==> src/rtl/ws2812_rx_pkg.sv <==
// Shared types and default 50 MHz timing for the WS2812 NRZ receiver.
package ws2812_rx_pkg;

    typedef enum logic [1:0] {
        SYNC,
        IDLE,
        HIGH,
        LOW
    } ws2812_rx_state_t;

    localparam int unsigned PIX_W          = 24;
    localparam int unsigned DEF_T_BIT_THR  = 30;
    localparam int unsigned DEF_T_HIGH_MIN = 5;
    localparam int unsigned DEF_T_HIGH_MAX = 75;
    localparam int unsigned DEF_T_RST_MIN  = 2500;
    localparam int unsigned DEF_IDX_W      = 8;

endpackage

==> src/rtl/ws2812_rx_sync.sv <==
// Input conditioning for the WS2812 line: 2-FF synchronizer, optional 3-sample
// majority filter (WS2812_RX_GLITCH_FILTER_EN) and registered rise/fall strobes.
module ws2812_rx_sync (
    input  logic sys_clk,
    input  logic sys_rst_n,
    input  logic din,
    output logic din_lvl,
    output logic rise,
    output logic fall
);

    logic din_meta;
    logic din_s;
    logic lvl_prev;

    always_ff @(posedge sys_clk or negedge sys_rst_n) begin
        if (!sys_rst_n) begin
            din_meta <= 1'b0;
            din_s    <= 1'b0;
        end else begin
            din_meta <= din;
            din_s    <= din_meta;
        end
    end

`ifdef WS2812_RX_GLITCH_FILTER_EN
    // Two older samples plus the current one; a level must persist two cycles to pass.
    logic [1:0] din_hist;

    always_ff @(posedge sys_clk or negedge sys_rst_n) begin
        if (!sys_rst_n) begin
            din_hist <= 2'b00;
        end else begin
            din_hist <= {din_hist[0], din_s};
        end
    end

    assign din_lvl = (din_s & din_hist[0]) | (din_s & din_hist[1]) | (din_hist[0] & din_hist[1]);
`else
    assign din_lvl = din_s;
`endif

    always_ff @(posedge sys_clk or negedge sys_rst_n) begin
        if (!sys_rst_n) begin
            lvl_prev <= 1'b0;
            rise     <= 1'b0;
            fall     <= 1'b0;
        end else begin
            lvl_prev <= din_lvl;
            rise     <= din_lvl & ~lvl_prev;
            fall     <= ~din_lvl & lvl_prev;
        end
    end

endmodule

==> src/rtl/ws2812_rx.sv <==
// WS2812 NRZ decoder: classifies high pulses into bits, assembles 24-bit GRB pixels
// and detects the frame-ending low gap. WS2812_RX_GLITCH_FILTER_EN adds a spike filter.
module ws2812_rx
    import ws2812_rx_pkg::*;
#(
    parameter int unsigned T_BIT_THR  = DEF_T_BIT_THR,
    parameter int unsigned T_HIGH_MIN = DEF_T_HIGH_MIN,
    parameter int unsigned T_HIGH_MAX = DEF_T_HIGH_MAX,
    parameter int unsigned T_RST_MIN  = DEF_T_RST_MIN,
    parameter int unsigned IDX_W      = DEF_IDX_W
) (
    input  logic             sys_clk,
    input  logic             sys_rst_n,
    input  logic             din,
    output logic             pix_valid,
    output logic [PIX_W-1:0] pix_grb,
    output logic [IDX_W-1:0] pix_idx,
    output logic             frame_done,
    output logic [IDX_W-1:0] frame_len,
    output logic             err,
    output logic             busy
);

    localparam int unsigned HC_W = $clog2(T_HIGH_MAX + 1);
    localparam int unsigned LC_W = $clog2(T_RST_MIN + 1);

    localparam logic [HC_W-1:0] HIGH_MAX_C = HC_W'(T_HIGH_MAX);
    localparam logic [HC_W-1:0] HIGH_MIN_C = HC_W'(T_HIGH_MIN);
    localparam logic [HC_W-1:0] BIT_THR_C  = HC_W'(T_BIT_THR);
    localparam logic [LC_W-1:0] RST_LAST_C = LC_W'(T_RST_MIN - 1);
    localparam logic [4:0]      LAST_BIT_C = 5'(PIX_W - 1);

    logic din_lvl;
    logic rise;
    logic fall;

    ws2812_rx_sync u_sync (
        .sys_clk   (sys_clk),
        .sys_rst_n (sys_rst_n),
        .din       (din),
        .din_lvl   (din_lvl),
        .rise      (rise),
        .fall      (fall)
    );

    ws2812_rx_state_t state, state_nxt;
    logic [HC_W-1:0]  hcnt, hcnt_nxt;
    logic [LC_W-1:0]  lcnt, lcnt_nxt;
    logic [PIX_W-1:0] sreg, sreg_nxt;
    logic [4:0]       bit_cnt, bit_cnt_nxt;
    logic [IDX_W-1:0] pix_cnt, pix_cnt_nxt;
    logic             pix_valid_nxt;
    logic [PIX_W-1:0] pix_grb_nxt;
    logic [IDX_W-1:0] pix_idx_nxt;
    logic             frame_done_nxt;
    logic [IDX_W-1:0] frame_len_nxt;
    logic             err_nxt;
    logic             busy_nxt;
    logic             new_bit;

    assign new_bit = (hcnt >= BIT_THR_C);

    always_ff @(posedge sys_clk or negedge sys_rst_n) begin
        if (!sys_rst_n) begin
            state      <= SYNC;
            hcnt       <= '0;
            lcnt       <= '0;
            sreg       <= '0;
            bit_cnt    <= '0;
            pix_cnt    <= '0;
            pix_valid  <= 1'b0;
            pix_grb    <= '0;
            pix_idx    <= '0;
            frame_done <= 1'b0;
            frame_len  <= '0;
            err        <= 1'b0;
            busy       <= 1'b0;
        end else begin
            state      <= state_nxt;
            hcnt       <= hcnt_nxt;
            lcnt       <= lcnt_nxt;
            sreg       <= sreg_nxt;
            bit_cnt    <= bit_cnt_nxt;
            pix_cnt    <= pix_cnt_nxt;
            pix_valid  <= pix_valid_nxt;
            pix_grb    <= pix_grb_nxt;
            pix_idx    <= pix_idx_nxt;
            frame_done <= frame_done_nxt;
            frame_len  <= frame_len_nxt;
            err        <= err_nxt;
            busy       <= busy_nxt;
        end
    end

    always_comb begin
        state_nxt      = state;
        hcnt_nxt       = hcnt;
        lcnt_nxt       = lcnt;
        sreg_nxt       = sreg;
        bit_cnt_nxt    = bit_cnt;
        pix_cnt_nxt    = pix_cnt;
        pix_valid_nxt  = 1'b0;
        pix_grb_nxt    = pix_grb;
        pix_idx_nxt    = pix_idx;
        frame_done_nxt = 1'b0;
        frame_len_nxt  = frame_len;
        err_nxt        = 1'b0;
        busy_nxt       = busy;

        unique case (state)
            // Any error lands here, so the frame counters are flushed while waiting.
            SYNC: begin
                busy_nxt    = 1'b0;
                bit_cnt_nxt = '0;
                pix_cnt_nxt = '0;
                if (rise || din_lvl) begin
                    lcnt_nxt = '0;
                end else if (lcnt >= RST_LAST_C) begin
                    lcnt_nxt  = '0;
                    state_nxt = IDLE;
                end else begin
                    lcnt_nxt = lcnt + 1'b1;
                end
            end

            IDLE: begin
                if (rise) begin
                    hcnt_nxt  = '0;
                    busy_nxt  = 1'b1;
                    state_nxt = HIGH;
                end
            end

            HIGH: begin
                if (hcnt >= HIGH_MAX_C) begin
                    err_nxt   = 1'b1;
                    busy_nxt  = 1'b0;
                    lcnt_nxt  = '0;
                    state_nxt = SYNC;
                end else if (fall) begin
                    lcnt_nxt = '0;
                    if (hcnt < HIGH_MIN_C) begin
                        err_nxt   = 1'b1;
                        busy_nxt  = 1'b0;
                        state_nxt = SYNC;
                    end else begin
                        sreg_nxt  = {sreg[PIX_W-2:0], new_bit};
                        state_nxt = LOW;
                        if (bit_cnt == LAST_BIT_C) begin
                            bit_cnt_nxt   = '0;
                            pix_valid_nxt = 1'b1;
                            pix_grb_nxt   = {sreg[PIX_W-2:0], new_bit};
                            pix_idx_nxt   = pix_cnt;
                            pix_cnt_nxt   = pix_cnt + 1'b1;
                        end else begin
                            bit_cnt_nxt = bit_cnt + 1'b1;
                        end
                    end
                end else begin
                    hcnt_nxt = hcnt + 1'b1;
                end
            end

            // A partial pixel at the gap is dropped but the frame still reports its length.
            LOW: begin
                if (rise) begin
                    hcnt_nxt  = '0;
                    state_nxt = HIGH;
                end else if (lcnt >= RST_LAST_C) begin
                    lcnt_nxt       = '0;
                    frame_done_nxt = 1'b1;
                    frame_len_nxt  = pix_cnt;
                    err_nxt        = (bit_cnt != 5'd0);
                    pix_cnt_nxt    = '0;
                    bit_cnt_nxt    = '0;
                    busy_nxt       = 1'b0;
                    state_nxt      = IDLE;
                end else begin
                    lcnt_nxt = lcnt + 1'b1;
                end
            end

            default: begin
                state_nxt = SYNC;
            end
        endcase
    end

endmodule

==> config.mk <==
export PLATFORM = sky130hd
export DESIGN_NAME = ws2812_rx
export DESIGN_NICKNAME = d
export VERILOG_FILES = /design/src/rtl/ws2812_rx_pkg.sv /design/src/rtl/ws2812_rx_sync.sv /design/src/rtl/ws2812_rx.sv
export SDC_FILE = /design/constraint.sdc
export NUM_CORES = 1
export LEC_CHECK = 0
export ABC_CLOCK_PERIOD_IN_PS = 2250
export BUFFER_PORTS_ARGS = -buffer_cell sky130_fd_sc_hd__buf_4
export CORE_ASPECT_RATIO = 0.6
export CORE_MARGIN = 2
export CORE_UTILIZATION = 53
export DETAILED_ROUTE_END_ITERATION = 8
export GPL_TIMING_DRIVEN = 0
export MAX_ROUTING_LAYER = met4
export PLACE_DENSITY_LB_ADDON = 0.05
export SLEW_MARGIN = 10
export SYNTH_ARGS = -nofsm -noshare
export SYNTH_HDL_FRONTEND = slang
export SYNTH_SLANG_ARGS = --single-unit
==> constraint.sdc <==
create_clock -name sys_clk -period 2.25 [get_ports sys_clk]
set_input_delay 0.5625 -clock sys_clk [delete_from_list [all_inputs] [get_ports sys_clk]]
set_output_delay 0.5625 -clock sys_clk [all_outputs]
set_load 0.005 [all_outputs]
==> impl_metrics.py <==
metrics = {
    "status": {
        "status": "complete, no violations",
    },
    "timing": {
        "finalSetupViolations": 0,
        "slew_viol_final": 0,
        "setup_tns_ns": 0,
        "finalWorstSetupSlack_ns": 0.0750,
        "finalHoldWorstSlack_ns": 0.320,
        "clock_skew_ns": 0.00835,
        "min_period_ns": 2.17,
        "max_freq_mhz": 460,
        "tightestPinTransition_ns": 0.933,
        "post-route-period-util_pct": 96.7,
        "timing.max_slew.rel_slack_pct": 37.8,
        "final_hold_viol_count": 0,
    },
    "cts": {
        "clock_path_buffers": 2,
        "cts_hold_repair.buffers": 0,
        "cts_tree": "yes",
        "cts.sinks": 106,
        "clk_latency_ns": 0.35,
        "cts_made_buffers": 9,
        "clk_transition_reported_paths_ns": 0.07,
        "cts_root_buffer": "clkbuf_16",
        "htreeDepth": 3,
    },
    "power": {
        "p_switching_mw": 0.740,
        "switching_share_pct": 21.7,
        "power_mw": 3.41,
        "power_leakage_nw": 2.69,
        "seq_power_share_pct": 56.4,
        "p_per_area_nw_per_um2": 620,
        "cellInternalPower_mw": 2.67,
        "pwr-share-clk_pct": 42.0,
        "ir_drop_uv": 425,
        "p_comb_share_pct": 1.7,
    },
    "drt": {
        "first_pass_iters": 4,
        "vias": 3122,
        "drc": 0,
        "viasPerCell": 5.58,
        "detail-route-antenna-nets": 0,
        "wirelength_um": 9230,
        "wl_per_cell_um": 16.5,
        "initialDrtViolationCount": 245,
    },
    "worst_setup_path": {
        "critPathArrivalTime_ns": 2.41,
        "cp-end-kind": "flip-flop",
        "cp-start-kind": "flip-flop",
        "worstReg2RegEnd": "frame_len[1]$_DFFE_PN0P_",
        "path_max_fanout": 10,
        "cp-endpoint": "frame_len[1]$_DFFE_PN0P_",
        "required_ns": 2.48,
        "timing.setup.critical_path_class": "flip-flop to flip-flop",
        "rr_worst_depth": 6,
        "rr_startpoint": "lcnt[0]$_DFFE_PN0P_",
        "critPathLaunch": "lcnt[0]$_DFFE_PN0P_",
        "r2r_setup_slack_ns": 0.08,
    },
    "layout": {
        "area_delta_synth_final_pct": 17.6,
        "fin_area_um2": 5490,
        "mostFrequentLayoutCells": "dfrtp_1, buf_4, mux2_2",
        "final_core_utilization_pct": 64.5,
        "drive_gt1_share_pct": 31.9,
        "num-nets-final": 453,
        "layout_commonest_cell": "dfrtp_1",
        "num_antenna_cells": 0,
        "layout.cells.non_filler": 560,
    },
    "die": {
        "core_um2": 8520,
        "io_pins": 47,
        "rows": 26,
        "start_util_pct": 54.8,
        "dieWidth_um": 125,
        "dieArea_um2": 9610,
        "die_y_um": 76.7,
    },
    "logic_synthesis": {
        "syn_inst": 383,
        "syn_nets": 392,
        "synth_seq_cells": 106,
        "synth_edf_count": 0,
        "avgSynthCellArea_um2": 12.2,
        "yosysSeqAreaShare_pct": 56.8,
        "yosysWarnings": 0,
        "synth_cell_types": 55,
        "synth_ff_type": "dfrtp_1",
        "synthArstFlopShare_pct": 100,
        "syn_area_um2": 4670,
    },
    "placement": {
        "gp_congestion": 0.857,
        "port_buffers": 46,
        "dp_cells": 541,
        "dp.final_hpwl_um": 6220,
        "place_ws_ns": -0.100,
        "placed_area_um2": 5160,
    },
    "global_route": {
        "grt_max_degree": 107,
        "grt_pass1_wl_um": 15200,
        "gr-usage-all-layers_pct": 20.5,
        "grt-ovfl-total": 0,
        "antenna_found_initial": 0,
        "grt_pass1_vias": 2964,
    },
    "worst_hold_path": {
        "hold_class": "input pin to flip-flop",
    },
    "run": {
        "maxCapViolations": 0,
    },
}
-- layer usage --
metal | part of all wire [%] | vias up | wire [um] | global-route usage (%)
met1 | 53 | 1538 | 4910 | 31.2
li1 | - | 1512 | - | -
met2 | 42 | 70 | 3860 | 27.3
met3 | 4.7 | 2 | 430 | 5.58
met4 | 0.39 | 0 | 36 | 5.22
met5 | 0 | - | 0 | -
-- synthesized netlist by cell type, types with 2 or more instances --
| library cell | n | area [um2] |
|---|---|---|
| nor3_1 | 12 | 60.1 |
| buf_6 | 4 | 45.0 |
| nand2b_1 | 4 | 25.0 |
| and3_1 | 3 | 18.8 |
| xor2_1 | 2 | 17.5 |
| or3_1 | 2 | 12.5 |
| inv_1 | 14 | 52.6 |
| nor4_1 | 2 | 12.5 |
| a21oi_1 | 10 | 50.1 |
| a211o_1 | 3 | 26.3 |
| o31ai_1 | 4 | 30.0 |
| clkbuf_1 | 6 | 22.5 |
| ha_1 | 6 | 75.1 |
| a21o_1 | 3 | 22.5 |
| and2_1 | 2 | 12.5 |
| nand4_1 | 3 | 18.8 |
| mux2i_1 | 8 | 80.1 |
| or2_2 | 2 | 12.5 |
| o22a_1 | 4 | 35.0 |
| o22ai_1 | 4 | 25.0 |
| nor2_1 | 20 | 75.1 |
| o211ai_1 | 3 | 22.5 |
| nor2b_1 | 2 | 12.5 |
| mux2_2 | 47 | 529 |
| nand3_1 | 14 | 70.1 |
| dfrtp_1 | 106 | 2650 |
| mux2_1 | 10 | 113 |
| o21ai_0 | 14 | 70.1 |
| mux2_4 | 6 | 90.1 |
| nand2_1 | 33 | 124 |
| buf_2 | 5 | 25.0 |
| a31o_2 | 2 | 17.5 |
-- registers in the layout, indices dropped and copies added, names as in the netlist, 2 cells and up --
signal and cells:
lcnt 12, sreg 23, pix_grb 24, state 2
bit_cnt 5, frame_len 8, hcnt 7, pix_cnt 8
pix_idx 8
-- worst max-delay path, cell delays in order (launching register included) --
cell and delay, ns:
dfrtp_1 0.40, ha_1 0.25, nor4_1 0.06, a221o_1 0.44
or3_4 0.44, buf_6 0.17, mux2_4 0.30
-- final cells by class --
| class | count | area [um2] |
|---|---|---|
| inverters | 15 | 61.3 |
| well taps | 112 | 140 |
| flip-flops and latches | 106 | 2660 |
| multi-input cells | 246 | 1880 |
| clock inverters | 5 | 31.3 |
| repair buffers | 50 | 379 |
| clock buffers | 10 | 229 |
| fillers | 697 | 3030 |
| plain buffers | 16 | 116 |
-- power groups by stage --
stage / clock network [mW] / registers (mW) / logic (mW)
6_report: 1.43 / 1.92 / 0.0567
5_1_grt: 1.53 / 1.92 / 0.0677
4_1_cts: 1.45 / 1.92 / 0.0606
3_5_place_dp: 0 / 1.96 / 0.0607
3_3_place_gp: 0 / 1.96 / 0.0588
2_1_floorplan: 0 / 1.95 / 0.0150
-- worst min-delay path by stage --
| stage | start | end | slack, ns | depth (start not counted) |
|---|---|---|---|---|
| after floorplan | sys_rst_n | bit_cnt[0]$_DFFE_PN0P_ | 0.27 | 0 |
| after global placement | u_sync.din_meta$_DFF_PN0_ | u_sync.din_lvl$_DFF_PN0_ | 0.33 | 0 |
| after detailed placement | u_sync.din_meta$_DFF_PN0_ | u_sync.din_lvl$_DFF_PN0_ | 0.34 | 0 |
| after CTS | din | u_sync.din_meta$_DFF_PN0_ | 0.31 | 1 |
| after global routing | din | u_sync.din_meta$_DFF_PN0_ | 0.30 | 1 |
| final | din | u_sync.din_meta$_DFF_PN0_ | 0.32 | 1 |
-- cell families after synthesis --
family                     count (synthesis)  synth area share, %
AOI/OAI and AO/OA                         60                 8.86
DFF                                      106                 56.8
muxes                                     71                 17.4
adders and majority gates                  6                 1.61
buffers and inverters                     31                 3.37
and+or+nand+nor                          107                 11.6
xor gates and xnor gates                   2                0.375
-- what timing repair did --
action / CTS / global route
resized for setup: 3 / 8
endpoints found under the setup margin: 18 / 40
pin swaps: 0 / 2
buffers inserted: 2 / 2
Power figures use the tool's default switching activity.
